### src/rtl/div_pkg.sv
// div_pkg: shared types and constants for the sequential RV32M divider.
// Op encoding matches funct3[1:0] of the M-extension divide group.
package div_pkg;

    localparam int XLEN        = 32;
    localparam int DIV_LATENCY = 36;
    localparam int DIV_STEPS   = 32;

    typedef enum logic [1:0] {
        DIV  = 2'b00,
        DIVU = 2'b01,
        REM  = 2'b10,
        REMU = 2'b11
    } div_op_e;

    typedef enum logic [2:0] {
        S_IDLE,
        S_ABS_A,
        S_ABS_B,
        S_DIV,
        S_NEG_Q,
        S_NEG_R,
        S_DONE
    } div_state_e;

    function automatic logic op_is_quot(input div_op_e op);
        return ~op[1];
    endfunction

    function automatic logic op_is_signed(input logic [1:0] op);
        return ~op[0];
    endfunction

endpackage

### src/rtl/div32_seq_add32.sv
// add32: 32-bit adder with carry-in, carry-out and signed overflow.
// Shared by every divider state for negation and trial subtraction.
module add32
    import div_pkg::*;
(
    input  logic [XLEN-1:0] a_i,
    input  logic [XLEN-1:0] b_i,
    input  logic            cin_i,
    output logic [XLEN-1:0] sum_o,
    output logic            cout_o,
    output logic            ovf_o
);

    assign {cout_o, sum_o} = {1'b0, a_i} + {1'b0, b_i} + {{XLEN{1'b0}}, cin_i};
    assign ovf_o = (a_i[XLEN-1] == b_i[XLEN-1]) && (sum_o[XLEN-1] != a_i[XLEN-1]);

endmodule

### src/rtl/div32_seq.sv
// div32_seq: multi-cycle restoring radix-2 divider for DIV/DIVU/REM/REMU.
// Operands are made positive, divided, then the signs are reapplied.
module div32_seq
    import div_pkg::*;
(
    input  logic            i_clk,
    input  logic            i_reset,
    input  logic            i_start,
    input  logic [1:0]      i_op,
    input  logic [XLEN-1:0] i_rs1,
    input  logic [XLEN-1:0] i_rs2,
    input  logic            i_flush,
    output logic            o_busy,
    output logic            o_valid,
    output logic [XLEN-1:0] o_result
);

    div_state_e      state_q, state_d;
    div_op_e         op_q, op_d;
    logic [XLEN-1:0] a_q, a_d;
    logic [XLEN-1:0] b_q, b_d;
    logic [XLEN-1:0] r_q, r_d;
    logic [XLEN-1:0] res_q, res_d;
    logic [4:0]      cnt_q, cnt_d;
    logic            sa_q, sa_d;
    logic            sb_q, sb_d;
    logic            dz_q, dz_d;

    logic [XLEN-1:0] add_a, add_b, add_sum;
    logic            add_cin, add_cout;
    logic            add_ovf_unused;
    logic [XLEN-1:0] r_shift;
    logic            accept;

    add32 u_add (
        .a_i    (add_a),
        .b_i    (add_b),
        .cin_i  (add_cin),
        .sum_o  (add_sum),
        .cout_o (add_cout),
        .ovf_o  (add_ovf_unused)
    );

    assign r_shift = {r_q[XLEN-2:0], a_q[XLEN-1]};
    assign accept  = r_q[XLEN-1] | add_cout;

    // Adder operand select depends only on the current state.
    always_comb begin
        add_a   = '0;
        add_b   = '0;
        add_cin = 1'b0;
        unique case (state_q)
            S_ABS_A: begin add_a = ~a_q; add_cin = 1'b1; end
            S_ABS_B: begin add_a = ~b_q; add_cin = 1'b1; end
            S_DIV:   begin add_a = r_shift; add_b = ~b_q; add_cin = 1'b1; end
            S_NEG_Q: begin add_a = ~a_q; add_cin = 1'b1; end
            S_NEG_R: begin add_a = ~r_q; add_cin = 1'b1; end
            default: ;
        endcase
    end

    always_comb begin
        state_d = state_q;
        op_d    = op_q;
        a_d     = a_q;
        b_d     = b_q;
        r_d     = r_q;
        res_d   = res_q;
        cnt_d   = cnt_q;
        sa_d    = sa_q;
        sb_d    = sb_q;
        dz_d    = dz_q;
        unique case (state_q)
            S_IDLE: begin
                if (i_start && !i_flush) begin
                    op_d    = div_op_e'(i_op);
                    a_d     = i_rs1;
                    b_d     = i_rs2;
                    r_d     = '0;
                    cnt_d   = '0;
                    sa_d    = i_rs1[XLEN-1] & op_is_signed(i_op);
                    sb_d    = i_rs2[XLEN-1] & op_is_signed(i_op);
                    dz_d    = (i_rs2 == '0);
                    state_d = S_ABS_A;
                end
            end
            S_ABS_A: begin
                if (sa_q) a_d = add_sum;
                state_d = S_ABS_B;
            end
            S_ABS_B: begin
                if (sb_q) b_d = add_sum;
                state_d = S_DIV;
            end
            S_DIV: begin
                a_d   = {a_q[XLEN-2:0], accept};
                r_d   = accept ? add_sum : r_shift;
                cnt_d = cnt_q + 5'd1;
                if (cnt_q == 5'(DIV_STEPS - 1)) state_d = S_NEG_Q;
            end
            S_NEG_Q: begin
                if ((sa_q ^ sb_q) && !dz_q) a_d = add_sum;
                state_d = S_NEG_R;
            end
            S_NEG_R: begin
                if (sa_q) r_d = add_sum;
                res_d   = op_is_quot(op_q) ? a_q : (sa_q ? add_sum : r_q);
                state_d = S_DONE;
            end
            S_DONE: state_d = S_IDLE;
            default: state_d = S_IDLE;
        endcase
        // A kill leaves the previously delivered result visible.
        if (i_flush && state_q != S_IDLE) begin
            state_d = S_IDLE;
            res_d   = res_q;
        end
    end

    always_ff @(posedge i_clk) begin
        if (i_reset) begin
            state_q <= S_IDLE;
            op_q    <= DIV;
            a_q     <= '0;
            b_q     <= '0;
            r_q     <= '0;
            res_q   <= '0;
            cnt_q   <= '0;
            sa_q    <= 1'b0;
            sb_q    <= 1'b0;
            dz_q    <= 1'b0;
        end else begin
            state_q <= state_d;
            op_q    <= op_d;
            a_q     <= a_d;
            b_q     <= b_d;
            r_q     <= r_d;
            res_q   <= res_d;
            cnt_q   <= cnt_d;
            sa_q    <= sa_d;
            sb_q    <= sb_d;
            dz_q    <= dz_d;
        end
    end

    assign o_busy   = (state_q != S_IDLE);
    assign o_valid  = (state_q == S_DONE);
    assign o_result = res_q;

endmodule
### config.mk
export PLATFORM = sky130hd
export DESIGN_NAME = div32_seq
export DESIGN_NICKNAME = d
export VERILOG_FILES = /design/src/rtl/div_pkg.sv /design/src/rtl/div32_seq_add32.sv /design/src/rtl/div32_seq.sv
export SDC_FILE = /design/constraint.sdc
export NUM_CORES = 1
export LEC_CHECK = 0
export CAP_MARGIN = 25
export CORE_MARGIN = 2
export CORE_UTILIZATION = 40
export DETAILED_ROUTE_END_ITERATION = 6
export PLACE_DENSITY = 0.72
export SLEW_MARGIN = 15
export SYNTH_ARGS = -nofsm -noshare
export SYNTH_HDL_FRONTEND = slang
export SYNTH_SLANG_ARGS = --single-unit
### constraint.sdc
create_clock -name i_clk -period 9.5 [get_ports i_clk]
set_clock_uncertainty 0.2 [all_clocks]
set_input_delay 0.95 -clock i_clk [delete_from_list [all_inputs] [get_ports i_clk]]
set_output_delay 0.95 -clock i_clk [all_outputs]
set_load 0.03 [all_outputs]
==> run metrics, run 1 <==
Starting Density 0.407; most frequent cells in the layout nor2_1, nand2_1, a21oi_1; power density cells 130 nW/um2; Hold WC Path Type flip-flop to flip-flop; DRC Markers 0; setup TNS 0 ns; post-CTS sizing 0; layout cells sized above 1 0.0669; synth top area cells dfxtp_1, nor2_1, a21oi_1, nand2_1, ha_1; Critical Path Fanout Max 37; initial drt markers 1,472; area leader, netlist dfxtp_1; final core utilization 0.478; Post-synth top flop dfxtp_1; top-area cell type share of the netlist area 0.273; Antenna diodes 0; drt pass-1 iters 6; largest net degree at the start of global routing 88; aggregate global-route resource usage 0.284; cts hold-fix bufs 0; Mapped Nets 1,539; per-cell routed wire length 21.3 um; # nets final 1,573; Slew Limit Fails 0; area growth from synthesis to layout 17.3%; first-pass GRT wire length 59,400 um; placed cell area 11,400 um2; total CTS buffers 17; ANT nets after route 0; ys async rst share 0; final setup fails 0; Clock Latency Late Sink 0.43 ns; GRT overflow 0; Seq. cell area 2810 um2; Boundary Pins 104; # rows 58; TritonCTS clock tree done; mapped cell area 10,300 um2; Final period util 0.574; Tightest Pin Transition 1.04 ns; Final Hold Fails 0; vias in the first global route 10,227; Critical Path Source Type flip-flop; CTS sink cnt 140; WL final 38,600 um; Max clock buf depth 2; GPL Wtd Cong 0.962; fmax 183 MHz; clk root buf clkbuf_16; initial antenna violation count 0; Max Cap Viol 0; multi-input logic area 6950 um2; core area 25,200 um2; Seq/Total Area, Yosys 0.273; Post-synth EDFFs 0; Vias per Instance 6.28; DR vias 11,360; Final Critical Period 5.45 ns; DIE AREA 26,900 um2; worst reg2reg setup slack 4.05 ns; Synth Instances 1,434; Synthesis Warnings 0; post-detail-place hpwl 27,800 um; Final Cell Area 12,000 um2; Layout fillers 2,535; Required @ worst endpoint 9.57 ns; Synth Register Bits 140; chip height 164 um; clock edge transition at the registers on the reported setup and hold paths 0.07 ns; LEAKAGE 0.00453 uW; Slew headroom 0.302; Worst Path Arrival 5.52 ns; WHS 0.253 ns; most common cell after layout, fill and taps aside nor2_1; post-synth cell types 70; RSZ-0062 raised after global routing no; H-tree Lvls 4; port bufs 103; syn_area_per_cell 7.15 um2; Crit. End Element flip-flop; critical path class flip-flop to flip-flop; peak supply drop 117 uV; Die Width 164 um; Post-CTS Setup Bufs 0; outcome complete, no violations
[kinds of logic (layout without fill, tap and decap cells)]
kind of cell    after synthesis  count (layout)  share of synthesized area
simple gates                530             530                      0.219
xor+xnor                     32              32                     0.0273
mux                          48              48                     0.0489
fa+ha+maj                    35              35                     0.0441
compound gates              518             518                      0.336
buf+inv                     131             177                     0.0512
flops                       140             140                      0.273
[synth_stat cells, types with 31 or more instances]
cell	n
a311oi_1	32
nand2_1	156
a211oi_1	35
nor2_1	266
o22ai_1	54
o21ai_0	60
a21oi_1	154
a21o_1	43
mux2i_1	31
ha_1	33
clkbuf_1	90
dfxtp_1	140
[state kept, by name (all words and copies together), names as in the netlist]
name	flops
a_q	32
b_q	32
cnt_q	5
dz_q	1
o_result	32
op_q	1
r_q	32
sa_q	1
sb_q	1
state_q	3
[final cells by class]
cell class                      instances  area share
Sequential cell                       140       0.233
Timing Repair Buffer                  127       0.101
Multi-Input combinational cell       1163       0.578
Clock inverter                         13      0.0120
Tap cell                              330      0.0343
Clock buffer                           18      0.0357
Inverter                               19     0.00593
[power breakdown]
group	total, uW	internal (uW)	switching [uW]
registers	636	607	28.3
clock network	675	387	288
logic	248	93.2	155
total	1560	1090	471
[metal layers]
metal  part of all wire  up-vias  GRT usage
met1               0.45     5303      0.416
met5                  0        -          0
li1                   -     5339          -
met2               0.42      661      0.415
met3               0.11       57     0.0568
met4              0.023        0     0.0925
[critical path: stages, from the launching register on]
cell      delay [ns]
dfxtp_2         0.67
buf_4           0.47
nand2_1         0.22
or3_1           0.41
fa_1            0.47
fa_1            0.46
nand2b_1        0.17
a21oi_1         0.21
o211ai_1        0.25
a21oi_2         0.22
o211ai_2        0.13
a31oi_4         0.19
buf_4           0.44
mux2_2          0.39
a222oi_1        0.28
nor2_1          0.06
[worst paths after layout]
check	start	end	cells past startpoint
hold / removal	o_result[15]$_SDFFE_PP0P_	o_result[15]$_SDFFE_PP0P_	2
hold reg to reg	o_result[15]$_SDFFE_PP0P_	o_result[15]$_SDFFE_PP0P_	2
setup reg to reg	state_q[0]$_SDFFE_PP0P_	r_q[13]$_SDFFE_PP0P_	15
setup / recovery	state_q[0]$_SDFFE_PP0P_	r_q[13]$_SDFFE_PP0P_	15
[metrics by stage]
step                      setup WS, ns  power (uW)  cells
after CTS                         4.12        1550   1809
after global placement            4.27         885   1777
final                             4.05        1560   1810
after floorplan                   5.12         788   1434
after detailed placement          4.16         888   1778
after global routing              3.69        1610   1810
Power figures use the tool's default switching activity.
==> run 2, diff against run 1 <==
--- a/config.mk
+++ b/config.mk
@@ -9,7 +9,7 @@
 export CORE_MARGIN = 2
 export CORE_UTILIZATION = 40
 export DETAILED_ROUTE_END_ITERATION = 6
-export PLACE_DENSITY = 0.72
+export PLACE_DENSITY = 0.74
 export SLEW_MARGIN = 15
 export SYNTH_ARGS = -nofsm -noshare
 export SYNTH_HDL_FRONTEND = slang
==> constraint.sdc (replaced) <==
create_clock -name i_clk -period 4.6 [get_ports i_clk]
set_clock_uncertainty 0.2 [all_clocks]
set_input_delay 0.46 -clock i_clk [delete_from_list [all_inputs] [get_ports i_clk]]
set_output_delay 0.46 -clock i_clk [all_outputs]
set_load 0.03 [all_outputs]
==> run metrics, run 2 (synthesis gave the netlist of run 1 again) <==
Slowest Stage Delay on Critical Path 0.48 ns (was 0.67 ns); most frequent cells in the layout nor2_1, nand2_1, a21oi_1 (unchanged); Antenna diodes 0 (unchanged); initial antenna violation count 0 (unchanged); Worst Path Arrival 4.55 ns (was 5.52 ns); Boundary Pins 104 (unchanged); peak supply drop 270 uV (was 117 uV); power density cells 257 nW/um2 (was 130 nW/um2); aggregate global-route resource usage 0.290 (was 0.284); largest net degree at the start of global routing 52 (was 88); layout cells sized above 1 0.108 (was 0.0669); Starting Density 0.407 (unchanged); total CTS buffers 17 (unchanged); Final Critical Period 4.42 ns (was 5.45 ns); Die Width 164 um (unchanged); crit-path cells clkinvlp_4, buf_12, buf_4, a21o_1, o22ai_1, ha_1, buf_4, o21a_1, nor2_1, o31ai_1, nor4b_2, o21ai_0, mux2i_1, buf_4, nand2_1, a21oi_1, o41ai_1 (was buf_4, nand2_1, or3_1, fa_1, fa_1, nand2b_1, a21oi_1, o211ai_1, a21oi_2, o211ai_2, a31oi_4, buf_4, mux2_2, a222oi_1, nor2_1); core area 25,200 um2 (unchanged); total power 3230 uW (was 1560 uW); GPL Wtd Cong 0.929 (was 0.962); # rows 58 (unchanged); final core utilization 0.499 (was 0.478); final setup fails 0 (unchanged); initial drt markers 1,675 (was 1,472); Seq. cell area 2810 um2 (about the same); H-tree Lvls 4 (unchanged); post-detail-place hpwl 29,500 um (was 27,800 um); Layout fillers 2,452 (was 2,535); DRC Markers 0 (unchanged); first-pass GRT wire length 60,000 um (was 59,400 um); most used cell, CP buf_4; critical path class flip-flop to flip-flop (unchanged); port bufs 103 (unchanged); Max clock buf depth 2 (unchanged); Tightest Pin Transition 1.07 ns (was 1.04 ns); LEAKAGE 0.00485 uW (was 0.00453 uW); Critical Path Source Type flip-flop (unchanged); Crit. End Element flip-flop (unchanged); Critical path buffers and inverters 5 (was 2); clk root buf clkbuf_16 (unchanged); Crit-path slowest cell nor4b_2 (was dfxtp_2); DIE AREA 26,900 um2 (unchanged); Final period util 0.960 (was 0.574); GRT overflow 0 (unchanged); most common cell after layout, fill and taps aside nor2_1 (unchanged); Clock Latency Late Sink 0.44 ns (was 0.43 ns); Final Hold Fails 0 (unchanged); outcome complete, no violations (unchanged); WL final 40,100 um (was 38,600 um); ANT nets after route 0 (unchanged); multi-input logic area 6960 um2 (was 6950 um2); setup TNS 0 ns (unchanged); vias in the first global route 10,297 (was 10,227); Hold WC Path Type flip-flop to flip-flop (unchanged); Required @ worst endpoint 4.73 ns (was 9.57 ns); TritonCTS clock tree done (unchanged); chip height 164 um (unchanged); drt pass-1 iters 6 (unchanged); Slew headroom 0.287 (was 0.302); RSZ-0062 raised after global routing no (unchanged); area growth from synthesis to layout 22.5% (was 17.3%); fmax 226 MHz (was 183 MHz); Max Cap Viol 0 (unchanged); per-cell routed wire length 21.4 um (was 21.3 um); CTS sink cnt 140 (unchanged); Critical Path Fanout Max 22 (was 37); Vias per Instance 6.22 (was 6.28); delay-heaviest family, CP compound AO/OA/AOI/OAI gates (unchanged); clock edge transition at the registers on the reported setup and hold paths 0.07 ns (about the same); Slew Limit Fails 0 (unchanged); DR vias 11,644 (was 11,360); # nets final 1,634 (was 1,573)
[run 2: cell count changes in the layout (fill, tap and decap cells not counted), moves of 2 or more]
cell        before  now
clkinvlp_4       3    5
inv_8            1    3
a21oi_2          1    4
a21oi_1        154  151
clkinv_2         3    0
buf_12           0    5
buf_4           23   79
inv_1           19   17
inv_6            1    5
bufinv_16        2    0
[run 2: layout make-up]
type                            instances  share of cell area
Clock inverter                         14             0.00996
Clock buffer                           18              0.0342
Tap cell                              330              0.0329
Timing Repair Buffer                  188               0.139
Multi-Input combinational cell       1163               0.554
Inverter                               19             0.00598
Sequential cell                       140               0.224
[run 2: what timing repair did]
action,CTS,global route
buffers inserted,0,10
hold buffers,0,0
resized for setup,0,8
endpoints found under the setup margin,0,24
[run 2: report_power, final]
| group | total (uW) | switching, uW | leakage, uW | internal, uW |
|---|---|---|---|---|
| combinational | 559 | 336 | 0.00345 | 224 |
| sequential | 1310 | 58.1 | 0.00114 | 1250 |
| clock | 1360 | 653 | 0.000260 | 711 |
[run 2: path summary, 6_finish.rpt]
check                             from                        end  slack [ns]  cells past startpoint
max            state_q[0]$_SDFFE_PP0P_  o_result[25]$_SDFFE_PP0P_        0.18                     17
max reg2reg    state_q[0]$_SDFFE_PP0P_  o_result[25]$_SDFFE_PP0P_        0.18                     17
min reg2reg  o_result[15]$_SDFFE_PP0P_  o_result[15]$_SDFFE_PP0P_        0.26                      2
min          o_result[15]$_SDFFE_PP0P_  o_result[15]$_SDFFE_PP0P_        0.26                      2
[run 2: worst min-delay path, cell delays in order (launching register included)]
cell     delay, ns
dfxtp_1       0.31
nand2_1       0.05
a21oi_1       0.05
[run 2: per-layer routing]
layer / global-route usage / vias to the layer above / share of wire
met1: 0.442 / 5437 / 0.46
met2: 0.411 / 705 / 0.41
met4: 0.0929 / 0 / 0.027
met3: 0.0442 / 74 / 0.11
li1: - / 5428 / -
met5: 0 / - / 0
[run 2: per-stage QoR]
step | hold slack, ns | area, um2 | setup WS [ns] | cells
detailed placement | 0.249 | 11900 | 0.203 | 1828
global placement | 0.242 | 11900 | 0.278 | 1828
floorplan | 0.239 | 10300 | 0.217 | 1434
finish | 0.258 | 12600 | 0.184 | 1872
CTS | 0.258 | 12400 | 0.188 | 1860
global route | 0.272 | 12600 | 0.00485 | 1872
